===== src/rtl/hp_au_pkg.sv =====
// Shared HP-AU definitions: divider FSM state encoding and the select
// codes reserved for routing divider results into the HP-AU output mux.
package hp_au_pkg;

  typedef enum logic [1:0] {
    ST_IDLE = 2'd0,
    ST_CALC = 2'd1,
    ST_DONE = 2'd2
  } state_e;

  // Future HP-AU result select codes for the divider outputs.
  localparam logic [3:0] SEL_DIV = 4'd8;
  localparam logic [3:0] SEL_REM = 4'd9;

endpackage


===== src/rtl/hp_au_div_step.sv =====
// One restoring-division step: shift the next dividend bit into the partial
// remainder, trial-subtract the divisor, and keep the difference if it fits.
module hp_au_div_step #(
  parameter int WIDTH = 4
) (
  input  logic [WIDTH-1:0] rem,
  input  logic             dvd_msb,
  input  logic [WIDTH-1:0] dvs,
  output logic [WIDTH-1:0] next_rem,
  output logic             q_bit
);

  logic [WIDTH:0] shifted;
  logic [WIDTH:0] trial;

  assign shifted = {rem, dvd_msb};
  assign trial   = shifted - {1'b0, dvs};

  // A clear top bit means the subtraction did not borrow, so the divisor fits.
  assign q_bit = ~trial[WIDTH];

  // When the divisor does not fit, shifted < dvs, so its low WIDTH bits hold it exactly.
  assign next_rem = q_bit ? trial[WIDTH-1:0] : shifted[WIDTH-1:0];

endmodule


===== src/rtl/hp_au_seq_divider.sv =====
// Sequential restoring divider: unsigned a / b and a % b, one quotient bit per
// clock, behind a start/busy/done handshake. Divide-by-zero finishes in one cycle.
module hp_au_seq_divider
  import hp_au_pkg::*;
#(
  parameter int WIDTH = 4
) (
  input  logic             clk,
  input  logic             rst_n,
  input  logic             start,
  input  logic [WIDTH-1:0] a,
  input  logic [WIDTH-1:0] b,
  output logic             busy,
  output logic             done,
  output logic [WIDTH-1:0] quotient,
  output logic [WIDTH-1:0] remainder,
  output logic             div_by_zero
);

  localparam int CW = $clog2(WIDTH);

  state_e           state_q;
  logic [CW-1:0]    cnt_q;
  logic [WIDTH-1:0] dvd_q;
  logic [WIDTH-1:0] dvs_q;
  logic [WIDTH-1:0] rem_q;
  logic [WIDTH-1:0] quotient_q;
  logic [WIDTH-1:0] remainder_q;
  logic             dbz_q;

  logic [WIDTH-1:0] next_rem;
  logic             q_bit;

  hp_au_div_step #(.WIDTH(WIDTH)) u_step (
    .rem      (rem_q),
    .dvd_msb  (dvd_q[WIDTH-1]),
    .dvs      (dvs_q),
    .next_rem (next_rem),
    .q_bit    (q_bit)
  );

  // FSM plus datapath: accept a request in IDLE, iterate in CALC, pulse DONE.
  always_ff @(posedge clk or negedge rst_n) begin
    if (!rst_n) begin
      // NOTE: every register here is a small flop, so all are reset; an in-flight op is simply dropped.
      state_q     <= ST_IDLE;
      cnt_q       <= '0;
      dvd_q       <= '0;
      dvs_q       <= '0;
      rem_q       <= '0;
      quotient_q  <= '0;
      remainder_q <= '0;
      dbz_q       <= 1'b0;
    end else begin
      // NOTE: non-blocking assignments, so every read below sees the pre-edge register value.
      case (state_q)
        ST_IDLE: begin
          if (start) begin
            dvd_q <= a;
            dvs_q <= b;
            rem_q <= '0;
            cnt_q <= CW'(WIDTH - 1);
            if (b == '0) begin
              quotient_q  <= '1;
              remainder_q <= a;
              dbz_q       <= 1'b1;
              state_q     <= ST_DONE;
            end else begin
              dbz_q   <= 1'b0;
              state_q <= ST_CALC;
            end
          end
        end
        ST_CALC: begin
          rem_q <= next_rem;
          dvd_q <= {dvd_q[WIDTH-2:0], q_bit};
          if (cnt_q == '0) begin
            quotient_q  <= {dvd_q[WIDTH-2:0], q_bit};
            remainder_q <= next_rem;
            state_q     <= ST_DONE;
          end else begin
            cnt_q <= cnt_q - CW'(1);
          end
        end
        ST_DONE: state_q <= ST_IDLE;
        default: state_q <= ST_IDLE;
      endcase
    end
  end

  assign busy        = (state_q != ST_IDLE);
  assign done        = (state_q == ST_DONE);
  assign quotient    = quotient_q;
  assign remainder   = remainder_q;
  assign div_by_zero = dbz_q;

endmodule


===== config.mk =====
export PLATFORM = sky130hd
export DESIGN_NAME = hp_au_seq_divider
export DESIGN_NICKNAME = d
export VERILOG_FILES = /design/src/rtl/hp_au_pkg.sv /design/src/rtl/hp_au_div_step.sv /design/src/rtl/hp_au_seq_divider.sv
export SDC_FILE = /design/constraint.sdc
export NUM_CORES = 1
export LEC_CHECK = 0
export ABC_AREA = 1
export CAP_MARGIN = 20
export CORE_ASPECT_RATIO = 0.9
export CORE_MARGIN = 2
export CORE_UTILIZATION = 45
export CTS_CLUSTER_SIZE = 8
export DETAILED_ROUTE_END_ITERATION = 8
export GPL_TIMING_DRIVEN = 0
export PLACE_DENSITY_LB_ADDON = 0.25
export SKIP_LAST_GASP = 1
export SLEW_MARGIN = 20
export SYNTH_ARGS = -nofsm -noshare
export SYNTH_HDL_FRONTEND = slang
export SYNTH_SLANG_ARGS = --single-unit
export TNS_END_PERCENT = 50

===== constraint.sdc =====
create_clock -name clk -period 3.4 [get_ports clk]
set_input_delay 0.51 -clock clk [delete_from_list [all_inputs] [get_ports clk]]
set_output_delay 0.51 -clock clk [all_outputs]
set_load 0.01 [all_outputs]

==> impl_results.md, run 1 <==
* Vias at 1,124
* Setup violators final at 0
* Tightest Hold Check Type: in -> async
* Internal power at 0.854 mW
* R2r worst-path depth at 11
* Total die area at 3410 um2
* Synth area leader: dfrtp_1
* Status: complete, no violations
* Die height at ~56 um
* Netlist Area Pre-Place at 1330 um2
* Clk pin slew, worst setup/hold paths at 130 ps
* Detailed Route Iter0 Violations at 42
* Cell with the most instances after synthesis: inv_1
* Hold_buf cts at 0
* Unrepaired setup endpoints after global routing: no
* Avg Cell Area, Syn at 8.01 um2
* Post-Synth Simple-Gate Area at 26.0%
* CTS tree: built
* Actual slew at the worst max-slew pin at 557 ps
* Post-synth ARST share at 100%
* ANT cells at 0
* Post-synth top cells: 29 x inv_1, 27 x nand2_1, 25 x dfrtp_1
* Sequential element share of the synthesized area at 47.0%
* Final worst-path cycle share at 57.9%
* Avg Vias per Cell at 4.87
* DRT Pass-1 Iters at 4
* Layout cells sized above 1 at 7.85%
* Total CTS buffers at 3
* Combinational family with the most area after synthesis: simple AND/OR/NAND/NOR gates
* Syn Inst Count at 166
* Nets@finish at between 200 and 250
* Global-route wire length before repair at 4.59 mm
* Clk buf depth at 2
* GPL Wtd Cong at roughly 0.80
* Num Clock Sinks at 25
* Synth area leaders: dfrtp_1 47%, nand3_1 8.3%, inv_1 8.2%, nand2_1 7.6%, nor2_1 5.9%
* Row cnt at 18
* Comb power frac at 58.2%
* Skew final at 1.46 ps
* Top cell type's share of synthesized area at 47.0%
* Met2 usage at 28.1%
* Core box area at around 2800 um2
* Synth Area in XOR/XNOR at 0.659%
* Post-Synth Adder-Cell Area at 6.21%
* Number of synthesized flops with an enable pin at 0
* DP HPWL at 2.05 mm
* Leak Pwr at 0.826 nW
* R2r endpoint: remainder[3]
* Vias in the first global route at 1,072
* Met3 global-route usage at 2.09%
* Worst hold slack at 166 ps
* CTS resizes at 0
* Worst r2r src: dvd_q[3]
* Setup CP Type: reg -> out
* Switching power share of the total at 44.7%
* Flop2flop setup slack at 1540 ps
* Post-synthesis mux area share at less than 1%
* Switch Pwr at ~0.7 mW
* Crit end category: output port
* Clock power frac at about 8.5%
* # DRC at 0
* Syn. warnings at 0
* Synth Register Bits at 25
* Slew margin rel. at 62.8%
* Share of power burned in registers at about a third
* CTS Root Cell: clkbuf_4
* Max Cap Viol at 0
* Fmax at 0.508 GHz
* WP data arrival at 1460 ps
* Placed Cells incl. Taps at 227
* Cell Pwr Density at about 960 nW/um2
* Sum Neg Setup Slack at 0 ps
* Total gr overflow at 0
* Largest net degree at the start of global routing at 26
* Worst-path fanout max at 4
* Setup Fix Bufs, Post-CTS at 0
* Slew Viols, Final at 0
* Synth Flop Type: dfrtp_1
* Post-synthesis compound-gate area fraction at 9.31%
* Number of I/O port buffers at 21
* Initial Util at 48.0%
* Syn nets at approximately 180
* GR met1 Demand/Resource at about a quarter
* CP startpoint kind: flop
* Min Clock Period, post-route at 1970 ps
* # IOs at 22
* Power Total at 1.54 mW
* Peak VDD IR at between 0.0004 and 0.0005 V
* Initial antenna violation count at 0
* GRT Overall Usage at 17.3%
* Chip Width at 61.3 um
* Layer with the highest usage: met2
* Final antenna-violating net count at 0
* Routed wire per std cell at 11.0 um
* Worst path required time at 2890 ps
* Number of distinct library cells after synthesis at 23
* Drt total wl at 2.54 mm
* Final hold violation count at 0
* P&R area growth vs syn at 21.2%
* Cell Count, Final, Fillers Out at 231
* Final Core Density at 58.2%
* Clk_lat worst skew at between 300 and 400 ps
* CTS H-tree lvls at 1
worst max path at each step:
stage	to	startpoint	slack [ps]	cells past startpoint
after CTS	busy	state_q[0]	1420	3
final	busy	state_q[0]	1430	3
after global placement	remainder[0]	start	1350	8
after floorplan	remainder[3]	dvs_q[0]	1750	10
after global routing	busy	state_q[0]	1340	3
after detailed placement	remainder[0]	start	1340	8
cell usage in the layout (no fill, tap or decap), drive strengths merged, types with 4 or more instances in the layout:
master and instances:
clkdlybuf4s50 20, o21ai 8, clkbuf 4, inv 32
ha 5, nor2 23, nand3 22, nand2 29
a31oi 4, a21oi 5, dfrtp 25, or2 4
layer usage:
layer  vias up  wire length [um]  share of wire [%]
li1        572                 -                  -
met3         2               108                4.3
met5         -                 0                  0
met2        26              1260                 50
met4         0                11               0.43
met1       524              1150                 45
power by group through the flow:
stage	Combinational, mW	Sequential (mW)	Clock, mW
2_1_floorplan	0.615	0.529	0
4_1_cts	0.915	0.516	0.133
3_3_place_gp	0.882	0.516	0
3_5_place_dp	0.910	0.523	0
5_1_grt	1.03	0.534	0.146
6_report	0.898	0.514	0.131
sequential cells by signal, indices dropped and copies added (netlist names):
signal	flops
cnt_q	2
div_by_zero	1
dvd_q	4
dvs_q	4
quotient	4
rem_q	4
remainder	4
state_q	2
cell type report:
type / count / area, um2
plain buffers: 2 / 10.0
clock buffers: 4 / 26.3
fillers: 257 / 1160
inverters: 32 / 123
multi-input cells: 107 / 572
flip-flops and latches: 25 / 626
well taps: 40 / 50.0
repair buffers: 21 / 205
kinds of logic (layout without fill, tap and decap cells):
group,count (synthesis),in the layout
simple gates,78,78
buf+inv,34,59
flops,25,25
compound gates,21,21
fa+ha+maj,6,6
xor+xnor,1,1
mux,1,1
worst max-delay path, cell delays in order (launching register included):
cell and delay (ps):
dfrtp_1 440, nor2_1 180, inv_1 60, clkdlybuf4s50_1 470
through the flow:
| step | setup WS, ps | cell area, um2 |
|---|---|---|
| 6_report | 1430 | 1610 |
| 3_3_place_gp | 1350 | 1590 |
| 5_1_grt | 1340 | 1610 |
| 2_1_floorplan | 1750 | 1330 |
| 4_1_cts | 1420 | 1620 |
| 3_5_place_dp | 1340 | 1590 |
Power figures use the tool's default switching activity.
==> inputs of run 2 (changes only) <==
==> constraint.sdc (replaced) <==
create_clock -name clk -period 1.9 [get_ports clk]
set_input_delay 0.285 -clock clk [delete_from_list [all_inputs] [get_ports clk]]
set_output_delay 0.285 -clock clk [all_outputs]
set_load 0.01 [all_outputs]
==> impl_results.md, run 2 (same netlist as run 1, synthesis figures left out) <==
* # IOs at 22 (unchanged)
* Final worst-path cycle share at 93.2%
* # DRC at 0 (unchanged)
* Final Core Density at 59.1% (+0.90 points)
* Skew final at 2.65 ps (+1.19 ps)
* Total CTS buffers at 3 (unchanged)
* Slew Viols, Final at 0 (unchanged)
* Worst r2r src: dvs_q[0]
* Setup CP Type: reg -> reg
* Avg Vias per Cell at 4.82 (-0.86%)
* Slew margin rel. at 63.2% (+0.40 points)
* Peak VDD IR at 0.000860 V (+79%)
* Clk pin slew, worst setup/hold paths at 130 ps (about the same)
* Actual slew at the worst max-slew pin at 551 ps (-6.06 ps)
* Setup violators final at 0 (unchanged)
* CTS Root Cell: clkbuf_4
* P&R area growth vs syn at 23.0%
* Detailed Route Iter0 Violations at 45 (+7.1%)
* Layout cells sized above 1 at 9.84% (+2.0 points)
* Min Clock Period, post-route at 1770 ps
* DRT Pass-1 Iters at 4 (unchanged)
* Worst-path fanout max at 5 (+1)
* Initial antenna violation count at 0 (unchanged)
* GRT Overall Usage at 17.3% (unchanged)
* Total die area at 3410 um2 (unchanged)
* ANT cells at 0 (unchanged)
* Cell Area, Placed at 1590 um2 (unchanged)
* Final antenna-violating net count at 0 (unchanged)
* Total gr overflow at 0 (unchanged)
* Routed wire per std cell at 11.2 um (+2.0%)
* Number of I/O port buffers at 21 (unchanged)
* Largest net degree at the start of global routing at 26 (unchanged)
* Vias in the first global route at 1,072 (unchanged)
* WP data arrival at 2000 ps (+540 ps)
* Sum Neg Setup Slack at 0 ps (unchanged)
* Cell Pwr Density at 1720 nW/um2 (+79%)
* Core box area at 2770 um2 (unchanged)
* DP HPWL at 2.05 mm (unchanged)
* Worst hold slack at 478 ps (+312 ps)
* Most common library cell in the layout ignoring fill and taps: inv_1
* Leak Pwr at 0.834 nW (+0.97%)
* Num Clock Sinks at 25 (unchanged)
* Initial Util at 48.0% (unchanged)
* CTS H-tree lvls at 1 (unchanged)
* Fmax at 0.565 GHz
* Drt total wl at 2.61 mm (+2.9%)
* Final hold violation count at 0 (unchanged)
* Vias at 1,124 (unchanged)
* Crit end category: flop
* Worst path required time at 2130 ps (-760 ps)
* R2r worst-path depth at 10 (-1)
* Row cnt at 18 (unchanged)
* Clk_lat worst skew at 310 ps (about the same)
* CP startpoint kind: flop
* Die height at 55.6 um (unchanged)
* Flop2flop setup slack at 130 ps (-1410 ps)
* Max Cap Viol at 0 (unchanged)
* Filler instances at 257 (unchanged)
* Status: complete, no violations
* R2r endpoint: remainder[3]
* Nets@finish at 211 (+0.96%)
* CTS tree: built
* Chip Width at 61.3 um (unchanged)
* Commonest non-fill, non-tap cells in the layout: 29 x inv_1, 25 x nand2_1, 25 x dfrtp_1
* Clk buf depth at 2 (unchanged)
* Global-route wire length before repair at 4.59 mm (unchanged)
* Tightest Hold Check Type: in -> async
* GPL Wtd Cong at 0.803 (unchanged)
* Post-layout instance area at 1640 um2 (+1.6%)
-- run 2: layer usage --
metal / GRT usage (%) / vias to the layer above / wire length (um)
li1: - / 575 / -
met1: 24.5 / 533 / 1230
met2: 28.1 / 14 / 1300
met3: 2.09 / 2 / 70
met4: 3.73 / 0 / 11
met5: 0 / - / 0
-- run 2: timing repair --
action | CTS | global route
endpoints found under the hold margin | 0 | 25
hold buffers | 0 | 1
buffers inserted | 0 | 1
setup endpoints to repair | 0 | 9
gates resized for setup | 0 | 3
-- run 2: cell type report --
cell class / instances / area (um2) / share of cell area [%]
Sequential cell: 25 / 626 / 38.2
Inverter: 32 / 123 / 7.49
Buffer: 2 / 10.0 / 0.612
Tap cell: 40 / 50.0 / 3.06
Timing Repair Buffer: 23 / 223 / 13.6
Clock buffer: 4 / 26.3 / 1.61
Multi-Input combinational cell: 107 / 579 / 35.4
-- run 2: power breakdown --
part	internal, mW	leakage (nW)	switching [mW]
Clock	0.0820	0.0150	0.151
Combinational	0.693	0.525	0.959
Sequential	0.777	0.295	0.144
-- run 2: worst max-delay path: stages (launching register included) --
cell	delay (ps)
dfrtp_1	410
ha_1	230
fa_2	360
inv_1	90
nand3_1	100
nand3_1	120
nand2_2	90
nand3_1	110
nand3_1	90
nand2_1	60
inv_1	40
-- run 2: worst max path at each step --
stage                     startpoint           end  slack [ps]  cells past startpoint
after floorplan             dvs_q[0]  remainder[3]         250                     10
after global placement         start  remainder[0]          70                      8
after detailed placement    dvs_q[0]  remainder[0]          50                     10
after CTS                   dvs_q[0]  remainder[0]          10                     10
after global routing        dvd_q[3]  remainder[2]          -9                     12
final                       dvs_q[0]  remainder[3]         130                     10
-- run 2: per-stage QoR --
step / std cells / setup slack (ps) / total power [mW]
3_3_place_gp: 227 / 72.9 / 2.50
4_1_cts: 231 / 11.1 / 2.80
6_report: 233 / 129 / 2.81
2_1_floorplan: 166 / 252 / 2.05
3_5_place_dp: 227 / 47.1 / 2.56
5_1_grt: 233 / -8.57 / 3.11
==> inputs of run 3 (changes only) <==
--- a/config.mk
+++ b/config.mk
@@ -9,11 +9,12 @@
 export CAP_MARGIN = 20
 export CORE_ASPECT_RATIO = 0.9
 export CORE_MARGIN = 2
-export CORE_UTILIZATION = 45
+export CORE_UTILIZATION = 52
 export CTS_CLUSTER_SIZE = 8
 export DETAILED_ROUTE_END_ITERATION = 8
 export GPL_TIMING_DRIVEN = 0
 export PLACE_DENSITY_LB_ADDON = 0.25
+export SETUP_SLACK_MARGIN = 0.02
 export SKIP_LAST_GASP = 1
 export SLEW_MARGIN = 20
 export SYNTH_ARGS = -nofsm -noshare
==> impl_results.md, run 3 (same netlist as run 1, synthesis figures left out) <==
* Unrepaired setup endpoints after global routing: no
* Clk buf depth at 2 (unchanged)
* Filler instances at 192 (-25%)
* WP data arrival at 2060 ps (+60 ps)
* Peak VDD IR at 0.00139 V (+61%)
* Nets@finish at 212 (+0.47%)
* Initial Util at 54.4% (+6.4 points)
* Setup CP Type: reg -> reg
* Routed wire per std cell at 13.0 um (+16%)
* Number of I/O port buffers at 21 (unchanged)
* Total CTS buffers at 3 (unchanged)
* ANT cells at 0 (unchanged)
* Cell depth of the worst setup path at 12 (+2)
* Final antenna-violating net count at 0 (unchanged)
* Drt total wl at 2.89 mm (+11%)
* Final hold violation count at 0 (unchanged)
* Num Clock Sinks at 25 (unchanged)
* Total gr overflow at 0 (unchanged)
* Crit-path slowest cell: fa_2
* DP HPWL at 2.08 mm (+1.2%)
* Worst path required time at 2180 ps (+50 ps)
* Crit path buffers/inverters at 3 (+1)
* Clk pin slew, worst setup/hold paths at 140 ps (about the same)
* Flop2flop setup slack at 120 ps (about the same)
* Avg Vias per Cell at 5.26 (+9.1%)
* Most common library cell in the layout ignoring fill and taps: inv_1
* R2r endpoint: remainder[0]
* Min Clock Period, post-route at 1780 ps (+8.09 ps)
* Slew margin rel. at 63.4% (+0.14 points)
* Row cnt at 17 (-1)
* CP startpoint kind: flop
* CTS H-tree lvls at 1 (unchanged)
* Largest net degree at the start of global routing at 26 (unchanged)
* Setup crit start: dvd_q[3]
* Initial antenna violation count at 0 (unchanged)
* Tightest Hold Check Type: in -> async
* Crit end category: flop
* Detailed Route Iter0 Violations at 45 (unchanged)
* Critical-path cell list: inv_1 > ha_2 > fa_2 > inv_2 > nand2_1 > nand2_2 > nand3_2 > nand2_4 > nand3_1 > nand3_1 > nand2_1 > inv_1
* Vias at 1,168 (+3.9%)
* Leak Pwr at 0.854 nW (+2.4%)
* Status: complete, no violations
* Cell Pwr Density at 1810 nW/um2 (+5.7%)
* Worst r2r src: dvd_q[3]
* Global-route wire length before repair at 4.86 mm (+5.9%)
* GRT Overall Usage at 21.4% (+4.1 points)
* GPL Wtd Cong at 0.830 (+3.3%)
* Fmax at 0.562 GHz (-0.45%)
* DRT Pass-1 Iters at 4 (unchanged)
* Register area at 626 um2 (unchanged)
* Core box area at 2450 um2 (-12%)
* R2r worst-path depth at 12 (+2)
* Vias in the first global route at 1,123 (+4.8%)
* # IOs at 22 (unchanged)
* Multi-input logic area at 654 um2 (+13%)
* Total die area at 2980 um2 (-13%)
* CTS tree: built
* Setup ws final at 121 ps (-8.09 ps)
* CTS Root Cell: clkbuf_4
* Sum Neg Setup Slack at 0 ps (unchanged)
* Final worst-path cycle share at 93.6% (+0.43 points)
* Layout cells sized above 1 at 18.6% (+8.7 points)
* Slew Viols, Final at 0 (unchanged)
* Worst slack at placement at 28.5 ps (-18.6 ps)
* Actual slew at the worst max-slew pin at 549 ps (-2.03 ps)
* P&R area growth vs syn at 28.2%
* Max incr delay on CP at 380 ps (-30 ps)
* Chip Width at 57.3 um (-6.5%)
* Crit path capture: remainder[0]
* Die height at 52.0 um (-6.5%)
* Crit path max-delay family: simple AND/OR/NAND/NOR gates
* Clk_lat worst skew at 320 ps (about the same)
* # DRC at 0 (unchanged)
* Setup violators final at 0 (unchanged)
* Skew final at 2.09 ps (-0.557 ps)
* Max Cap Viol at 0 (unchanged)
* Worst-path fanout max at 5 (unchanged)
* Commonest non-fill, non-tap cells in the layout: 28 x inv_1, 25 x dfrtp_1, 24 x nand2_1
==> run 3: cell types whose count changed in the layout (fill, tap and decap cells not counted) <==
cell / change
clkinv_2: +1
nand3_1: -12
inv_1: -1
buf_4: +1
ha_1: -1
nand2_2: -1
nand2_4: +2
nand3_2: +12
clkbuf_1: -1
ha_2: +1
inv_2: +1
nand2_1: -1
==> run 3: through the flow <==
stage	hold slack (ps)	cells	utilization, %	total power, mW	cell area [um2]
after detailed placement	461	215	64.4	2.57	1580
after global routing	487	222	69.7	3.38	1710
after floorplan	-10.6	166	-	2.05	1330
final	456	222	69.7	3.09	1710
after global placement	453	215	64.4	2.49	1580
after CTS	479	219	65.7	2.83	1610
==> run 3: timing repair <==
action	CTS	global route
setup endpoints to repair	4	9
gates cloned	0	0
gates resized for setup	2	18
buffers inserted	0	2
hold buffers	0	1
pin swaps	0	4
endpoints found under the hold margin	0	25
==> run 3: how the worst min path moves through the flow <==
stage | start | to
finish | rst_n | div_by_zero
global route | rst_n | div_by_zero
CTS | cnt_q[0] | cnt_q[0]
detailed placement | cnt_q[0] | cnt_q[0]
global placement | cnt_q[0] | cnt_q[0]
floorplan | rst_n | cnt_q[0]
==> run 3: area by class of cell <==
type,count,area share (%)
Tap cell,28,2.05
Clock buffer,3,1.32
Multi-Input combinational cell,107,38.4
Clock inverter,1,0.293
Timing Repair Buffer,24,13.5
Buffer,2,0.587
Inverter,32,7.19
Sequential cell,25,36.7
==> run 3: report_power, final <==
part / leakage, nW / total (mW) / switching [mW] / internal [mW]
clock network: 0.0177 / 0.245 / 0.166 / 0.0790
registers: 0.295 / 0.929 / 0.152 / 0.777
logic: 0.542 / 1.92 / 1.14 / 0.783
==> run 3: worst register-to-register path, delay by kind of cell, from the launching register on <==
family	cells	cell delay [ps]
flip-flops	1	370
AND/OR/NAND/NOR	7	620
adder cells (fa/ha/maj)	2	570
buffers and inverters	3	190
==> run 3: layer usage <==
metal,track usage [%],part of all wire [%],vias up
met5,0,0,-
met4,2.33,0.59,0
met1,26.5,44,555
met2,38.7,50,27
li1,-,-,582
met3,5.97,5.4,4
